$ cat src/rtl/mcp_src_ctrl.sv
// Source-side controller for a toggle-handshake multi-cycle-path transfer.
// Optional ack timeout with sticky error is enabled by defining MCP_TIMEOUT_EN.
module mcp_src_ctrl #(
  parameter int unsigned DW          = 32,
  parameter int unsigned SYNC_STAGES = 2,
  parameter int unsigned CNT_W       = 16,
  parameter int unsigned TIMEOUT_CYC = 1024
) (
  input  logic             clk,
  input  logic             rst,
  input  logic             in_valid,
  output logic             in_ready,
  input  logic [DW-1:0]    in_data,
  output logic [DW-1:0]    mcp_data,
  output logic             mcp_req,
  input  logic             mcp_ack,
  output logic             done,
  output logic             busy,
  output logic [CNT_W-1:0] xfer_cnt
`ifdef MCP_TIMEOUT_EN
  ,
  output logic             err,
  input  logic             err_clr
`endif
);

  if (SYNC_STAGES < 2 || SYNC_STAGES > 4 || TIMEOUT_CYC < 2) begin : g_bad_param
    $error("mcp_src_ctrl: SYNC_STAGES must be 2..4 and TIMEOUT_CYC at least 2");
  end

  localparam logic [1:0] IDLE     = 2'd0;
  localparam logic [1:0] WAIT_ACK = 2'd1;
`ifdef MCP_TIMEOUT_EN
  localparam logic [1:0] ERR      = 2'd2;
  localparam int unsigned TW      = $clog2(TIMEOUT_CYC);
`endif

  logic [1:0]             state_q, state_d;
  logic [SYNC_STAGES-1:0] sync_q;
  logic                   ack_s;
  logic [DW-1:0]          data_d;
  logic                   req_d;
  logic                   done_d;
  logic [CNT_W-1:0]       cnt_d;
`ifdef MCP_TIMEOUT_EN
  logic [TW-1:0]          tmo_q, tmo_d;
  logic                   err_d;
`endif

  assign ack_s    = sync_q[SYNC_STAGES-1];
  assign in_ready = (state_q == IDLE);
  assign busy     = (state_q != IDLE);

  always_comb begin
    state_d = state_q;
    data_d  = mcp_data;
    req_d   = mcp_req;
    done_d  = 1'b0;
    cnt_d   = xfer_cnt;
`ifdef MCP_TIMEOUT_EN
    tmo_d   = tmo_q;
    err_d   = err;
`endif
    case (state_q)
      IDLE: begin
        // Stray ack toggles here are deliberately ignored.
        if (in_valid) begin
          data_d  = in_data;
          req_d   = ~mcp_req;
          state_d = WAIT_ACK;
`ifdef MCP_TIMEOUT_EN
          tmo_d   = '0;
`endif
        end
      end
      WAIT_ACK: begin
        if (ack_s == mcp_req) begin
          state_d = IDLE;
          done_d  = 1'b1;
          cnt_d   = xfer_cnt + 1'b1;
        end
`ifdef MCP_TIMEOUT_EN
        else if (tmo_q == TW'(TIMEOUT_CYC - 1)) begin
          state_d = ERR;
          err_d   = 1'b1;
        end else begin
          tmo_d = tmo_q + 1'b1;
        end
`endif
      end
`ifdef MCP_TIMEOUT_EN
      ERR: begin
        // Realign the request to the synchronized ack so the next transfer starts clean.
        if (err_clr) begin
          err_d   = 1'b0;
          state_d = IDLE;
          req_d   = ack_s;
        end
      end
`endif
      default: state_d = IDLE;
    endcase
  end

  always_ff @(posedge clk or posedge rst) begin
    if (rst) begin
      state_q  <= IDLE;
      sync_q   <= '0;
      mcp_data <= '0;
      mcp_req  <= 1'b0;
      done     <= 1'b0;
      xfer_cnt <= '0;
`ifdef MCP_TIMEOUT_EN
      tmo_q    <= '0;
      err      <= 1'b0;
`endif
    end else begin
      state_q  <= state_d;
      sync_q   <= {sync_q[SYNC_STAGES-2:0], mcp_ack};
      mcp_data <= data_d;
      mcp_req  <= req_d;
      done     <= done_d;
      xfer_cnt <= cnt_d;
`ifdef MCP_TIMEOUT_EN
      tmo_q    <= tmo_d;
      err      <= err_d;
`endif
    end
  end

endmodule

$ cat config.mk
export PLATFORM = sky130hd
export DESIGN_NAME = mcp_src_ctrl
export DESIGN_NICKNAME = d
export VERILOG_FILES = /design/src/rtl/mcp_src_ctrl.sv
export SDC_FILE = /design/constraint.sdc
export NUM_CORES = 1
export LEC_CHECK = 0
export ABC_AREA = 1
export CAP_MARGIN = 20
export CELL_PAD_IN_SITES_DETAIL_PLACEMENT = 0
export CELL_PAD_IN_SITES_GLOBAL_PLACEMENT = 1
export CORE_ASPECT_RATIO = 1.5
export CORE_MARGIN = 2
export CORE_UTILIZATION = 35
export CTS_BUF_LIST = sky130_fd_sc_hd__clkbuf_2 sky130_fd_sc_hd__clkbuf_4 sky130_fd_sc_hd__clkbuf_8
export DETAILED_ROUTE_END_ITERATION = 12
export PLACE_DENSITY = 0.8
export SYNTH_ARGS = -nofsm -noshare
export SYNTH_HDL_FRONTEND = slang
export SYNTH_SLANG_ARGS = --single-unit
$ cat constraint.sdc
create_clock -name clk -period 1.8 [get_ports clk]
set_input_delay 0.27 -clock clk [delete_from_list [all_inputs] [get_ports clk]]
set_output_delay 0.27 -clock clk [all_outputs]
set_load 0.02 [all_outputs]
==> out/qor.txt, run 1 <==
CP cell instances = inv_2 -> clkdlybuf4s50_1
starting density of the core = 36.1%
largest family of logic cells by synthesized area = multiplexers
clock skew = 0.00413 ns
adder-cell share of the synthesized area = 0.534%
synth warn = 0
combinational group share of total power = 50.0%
fill cell count = 594
Routed Antenna Nets = 0
Clk network pwr share = 12.8%
CP Class = reg2out
final setup violation count = 0
worst slew pin tran = 0.280 ns
RSZ-0062 raised after global routing = no
Final period util = 96.1%
diode count = 0
Slew Limit Fails = 0
# Max-Cap Violations = 0
Sw Share = 36.6%
die area = 7380 µm²
Crit path buffers/inverters = 2
total gr overflow = 0
sequential-to-total area share from yosys stat = 56.6%
post-route minimum period = 1.73 ns
R2R Path Start = xfer_cnt[1]$_DFFE_PP0P_
Crit-path slowest cell = clkdlybuf4s50_1
cts repair resizes = 0
Critical Path Max Stage Delay = 0.60 ns
commonest non-fill, non-tap cell in the layout = clkdlybuf4s50_1
TritonRoute pass-1 iters = 4
Cell Area, Synth = 2340 µm²
Total Power = 5.31 mW
setup TNS = 0 ns
gp weighted congestion = 0.710
Cell Count, Final, Fillers Out = 367
P_leak = 1.58 nW
clock transition at the registers of the reported paths = 0.10 ns
Clock Sinks = 53
CTS Buffer Depth = 2
Post-CTS Setup Bufs = 0
Starting DRT DRC Count = 70
via count = 1666
Critical Path End Type = primary output
Synth area leader = dfrtp_1
Synth Register Bits = 53
GRT Total Usage = 13.5%
syn avg cell area = 12.0 µm²
Fin. Hold Viols = 0
crit start category = flop
pwr dens = 1560 nW/µm²
Die X = 70.8 µm
TritonCTS clock tree = done
row count = 36
post-synthesis mux area share = 18.6%
Worst Reg-to-Reg Cells = 8
WL final = 4870 µm
Die H = 104 µm
switching power = 1.95 mW
Synth Instances = 196
Register Area = 1330 µm²
Fin Hold WS = 0.322 ns
CP required = 1.53 ns
global-route wire length before repair = 8030 µm
Crit path max-delay family = buffers and inverters
largest net degree at the start of global routing = 54
Post-Synth XOR/XNOR Area = 2.62%
Critical Path AT = 1.46 ns
CTS HTree Levels = 2
post-synth top area share = 56.6%
post-layout util = 52.6%
HPWL after DPL = 3580 µm
crit-path max FO = 3
worst relative slew slack = 81.3%
worst reg2reg endpoint = xfer_cnt[14]$_DFFE_PP0P_
crit path from = state_q[0]$_DFFE_PP0P_
simple-gate share of the synthesized area = 17.3%
placed insts = 359
area growth from synthesis to layout = 45.7%
initial antenna violation count = 0
share of power burned in registers = 37.1%
count of cell types in the netlist = 21
clock latency on the worst-skew pair = 0.30 ns
vias in the first global route = 1686
Max Freq = 0.578 GHz
R2R setup slack = 0.44 ns
core area = 6490 µm²
DR WL/cell = 13.3 µm
Worst VDD drop = 0.866 mV
Syn Nets = 233
Hold Buf Count CTS = 0
status = finished clean
Pint = 3.36 mW
compound-gate portion of the synthesized area = 0.214%
Root Buffer = clkbuf_8
min-delay worst type = in2async
Synth area leaders = dfrtp_1 57%, mux2_4 13%, nand2_1 8.0%
multi-input combinational cell area = 918 µm²
I/O pin cnt = 88
number of remaining DRC errors = 0
share of cells above drive strength 1 = 15.8%
via/cell ratio = 4.54
most frequent cells in the layout = 87 x clkdlybuf4s50_1, 53 x dfrtp_1, 50 x nand2_1
I/O Buffers = 87
Nets = 327
total CTS buffers = 5
-- cell usage after synthesis --
master    number
nor2_1        12
dfrtp_1       53
buf_6          3
inv_1         15
ha_1           1
nor2_4         2
xor2_1         7
nand4_1        1
nor2_2         1
inv_2          2
nand3b_1       6
o21ai_0        1
nand2_1       50
nand3_4        1
mux2_2         4
nor2_8         1
nand3_1        5
nand2_2        1
nand2_4        2
mux2_4        20
mux2_1         8
-- per-layer routing --
| metal | vias to the layer above | routed length (µm) | GRT usage [%] |
|---|---|---|---|
| met1 | 788 | 1940 | 16.0 |
| met4 | 0 | 87 | 4.58 |
| met2 | 57 | 2500 | 22.8 |
| li1 | 813 | - | - |
| met3 | 8 | 347 | 4.46 |
| met5 | - | 0 | 0 |
-- power groups by stage --
stage / Sequential, mW / Combinational (mW) / Clock [mW]
after detailed placement: 1.99 / 2.69 / 0
after floorplan: 2.53 / 0.922 / 0
final: 1.97 / 2.66 / 0.682
after global placement: 2.00 / 2.65 / 0
after CTS: 1.98 / 2.70 / 0.716
after global routing: 2.04 / 2.81 / 0.756
-- metrics by stage --
step,setup slack [ns],area [µm²]
after floorplan,0.244,2340
after global placement,0.215,3320
after detailed placement,0.188,3320
after CTS,0.0416,3410
after global routing,0.00514,3410
final,0.0709,3410
-- flip-flops by register name, indices dropped and copies added (netlist names) --
name	flops
mcp_data	32
xfer_cnt	16
sync_q	2
done	1
mcp_req	1
state_q	1
-- kinds of logic (layout without fill, tap and decap cells) --
group | Yosys count | count (layout)
and+or+nand+nor | 82 | 82
DFF | 53 | 53
muxes | 32 | 32
buffers and inverters | 20 | 115
xor gates and xnor gates | 7 | 7
adders and majority gates | 1 | 1
AOI/OAI and AO/OA | 1 | 1
-- worst max path at each step --
stage | cells past startpoint | endpoint
5_1_grt | 2 | in_ready
4_1_cts | 2 | in_ready
2_1_floorplan | 1 | done$_DFF_PP0_
6_report | 2 | in_ready
3_3_place_gp | 4 | mcp_data[9]$_DFFE_PP0P_
3_5_place_dp | 4 | mcp_data[17]$_DFFE_PP0P_
-- worst register-to-register path: stages (launching register included) --
cell     delay [ns]
dfrtp_1        0.42
ha_1           0.21
nand2_1        0.06
nor2_1         0.09
nand2_1        0.08
nor2_4         0.20
nand2_1        0.08
nand2_1        0.06
nand2_1        0.04
-- layout make-up --
class,instances,area share (%)
repair buffers,90,26.9
well taps,76,2.79
inverters,17,1.87
clock inverters,3,0.623
flip-flops and latches,53,38.9
multi-input cells,123,26.9
clock buffers,5,2.02
Note: power is estimated with default switching activity, not from simulation.
==> run 2: changes to the inputs <==
SETUP_SLACK_MARGIN = 0.05   (was default)
==> run 2 against run 1 <==
Net effect: via count is the same; setup slack better by 0.060 ns; flip-flop and latch count is the same; critical endpoint is now xfer_cnt[7]; highest routed layer unchanged.
==> out/qor.txt, run 2 (synthesis gave the netlist of run 1 again) <==
status = finished clean
largest registers = mcp_data x32, xfer_cnt x16, sync_q x2
Crit path max-delay family = buffers and inverters
I/O pin cnt = 88 (unchanged)
share of power burned in registers = 37.2% (about the same)
total gr overflow = 0 (unchanged)
RSZ-0062 raised after global routing = no
Register Area = 1330 µm² (unchanged)
crit-path max FO = 6 (+3)
TritonCTS clock tree = done
final setup violation count = 0 (unchanged)
HPWL after DPL = 3580 µm (unchanged)
largest net degree at the start of global routing = 54 (unchanged)
pwr dens = 1550 nW/µm² (-0.25%)
most frequent cells in the layout = 85 x clkdlybuf4s50_1, 53 x dfrtp_1, 50 x nand2_1
Cell Count, Final, Fillers Out = 367 (unchanged)
worst relative slew slack = 81.3% (about the same)
Nets = 327 (unchanged)
fill cell count = 595 (+0.17%)
global-route wire length before repair = 8030 µm (unchanged)
via count = 1666 (unchanged)
share of cells above drive strength 1 = 15.8% (unchanged)
initial antenna violation count = 0 (unchanged)
DR WL/cell = 13.3 µm (about the same)
worst slew pin tran = 0.280 ns (-0.0000132 ns)
CTS Buffer Depth = 2 (unchanged)
Critical Path End Type = primary output
Critical Path AT = 1.40 ns (-0.06 ns)
row count = 36 (unchanged)
Die X = 70.8 µm (unchanged)
cell depth of the worst setup path = 1 (-1)
R2R Path Start = xfer_cnt[1]$_DFFE_PP0P_
Fin. Hold Viols = 0 (unchanged)
multi-input combinational cell area = 918 µm² (unchanged)
GRT Total Usage = 13.5% (unchanged)
total CTS buffers = 5 (unchanged)
global route hottest layer = met2
met2 usage = 22.8% (unchanged)
P_leak = 1.59 nW (+0.72%)
crit start category = flop
clock skew = 0.00413 ns (unchanged)
Largest Register = mcp_data
GR Layer Usage met3 = 4.46% (unchanged)
max reg flops = 32 (unchanged)
post-route minimum period = 1.67 ns (-0.0604 ns)
I/O Buffers = 87 (unchanged)
Crit path buffers/inverters = 1 (-1)
via/cell ratio = 4.54 (unchanged)
combinational group share of total power = 49.9% (about the same)
Critical Path Max Stage Delay = 0.64 ns (+0.04 ns)
gp weighted congestion = 0.710 (unchanged)
setup TNS = 0 ns (unchanged)
Clk network pwr share = 12.9% (about the same)
commonest non-fill, non-tap cell in the layout = clkdlybuf4s50_1
worst reg2reg endpoint = xfer_cnt[14]$_DFFE_PP0P_
Die H = 104 µm (unchanged)
Clock Sinks = 53 (unchanged)
Final period util = 92.7% (-3.4 points)
die area = 7380 µm² (unchanged)
starting density of the core = 36.1% (unchanged)
Root Buffer = clkbuf_8
area growth from synthesis to layout = 45.7% (about the same)
clock latency on the worst-skew pair = 0.30 ns (about the same)
CP required = 1.53 ns (about the same)
CP cell instances = clkdlybuf4s50_1
min-delay worst type = in2async
Post-CTS Setup Bufs = 0 (unchanged)
placed insts = 359 (unchanged)
Slew Limit Fails = 0 (unchanged)
number of remaining DRC errors = 0 (unchanged)
vias in the first global route = 1686 (unchanged)
switching power = 1.94 mW (about the same)
Starting DRT DRC Count = 72 (+2.9%)
Max Freq = 0.599 GHz (+3.6%)
Routed Antenna Nets = 0 (unchanged)
R2R setup slack = 0.44 ns (about the same)
Pint = 3.35 mW (-0.31%)
TritonRoute pass-1 iters = 4 (unchanged)
core area = 6490 µm² (unchanged)
WL final = 4870 µm (about the same)
Worst VDD drop = 0.866 mV (about the same)
CTS HTree Levels = 2 (unchanged)
grt met1 use = 16.0% (unchanged)
diode count = 0 (unchanged)
CP Class = reg2out
clock transition at the registers of the reported paths = 0.10 ns (about the same)
Worst Reg-to-Reg Cells = 8 (unchanged)
# Max-Cap Violations = 0 (unchanged)
Crit-path slowest cell = clkdlybuf4s50_1
Sw Share = 36.7% (+0.060 points)
[run 2: cell types whose count changed in the layout (fill, tap and decap cells not counted)]
cell and change:
dlymetal6s2s_1 +1, clkdlybuf4s50_1 -2, dlygate4sd2_1 +1
[run 2: power groups by stage]
| stage | clock, mW | combinational (mW) | sequential [mW] |
|---|---|---|---|
| floorplan | 0 | 0.922 | 2.53 |
| global placement | 0 | 2.65 | 2.00 |
| detailed placement | 0 | 2.69 | 1.99 |
| CTS | 0.716 | 2.69 | 1.98 |
| global route | 0.756 | 2.81 | 2.04 |
| finish | 0.682 | 2.65 | 1.97 |
[run 2: worst max-delay path by stage]
stage / start / to / slack [ns]
floorplan: rst / done$_DFF_PP0_ / 0.24
global placement: in_valid / mcp_data[9]$_DFFE_PP0P_ / 0.22
detailed placement: in_valid / mcp_data[17]$_DFFE_PP0P_ / 0.19
CTS: xfer_cnt[2]$_DFFE_PP0P_ / xfer_cnt[2] / 0.08
global route: xfer_cnt[7]$_DFFE_PP0P_ / xfer_cnt[7] / 0.07
finish: xfer_cnt[7]$_DFFE_PP0P_ / xfer_cnt[7] / 0.13
[run 2: layout make-up]
class | instances | area share (%)
clock inverters | 3 | 0.623
flip-flops and latches | 53 | 38.9
multi-input cells | 123 | 26.9
inverters | 17 | 1.87
clock buffers | 5 | 2.02
repair buffers | 90 | 26.9
well taps | 76 | 2.79
[run 2: routing by layer]
metal	wire length, µm	share of wire, %	vias up
li1	-	-	813
met1	1940	40	788
met2	2500	51	57
met3	345	7.1	8
met4	87	1.8	0
met5	0	0	-
[run 2: what timing repair did]
action	in CTS	in global routing
endpoints found under the setup margin	1	1
gates cloned	0	0
gates resized for setup	1	1
hold buffers	0	0
[run 2: through the flow]
| stage | util (%) | power (mW) | setup WS (ns) | cell area (µm²) | hold slack [ns] |
|---|---|---|---|---|---|
| 6_report | 52.6 | 5.30 | 0.131 | 3410 | 0.322 |
| 5_1_grt | 52.6 | 5.60 | 0.0741 | 3410 | 0.340 |
| 4_1_cts | 52.6 | 5.39 | 0.0835 | 3410 | 0.322 |
| 3_5_place_dp | 51.2 | 4.68 | 0.188 | 3320 | 0.337 |
| 3_3_place_gp | 51.2 | 4.65 | 0.215 | 3320 | 0.338 |
| 2_1_floorplan | - | 3.45 | 0.244 | 2340 | 0.301 |
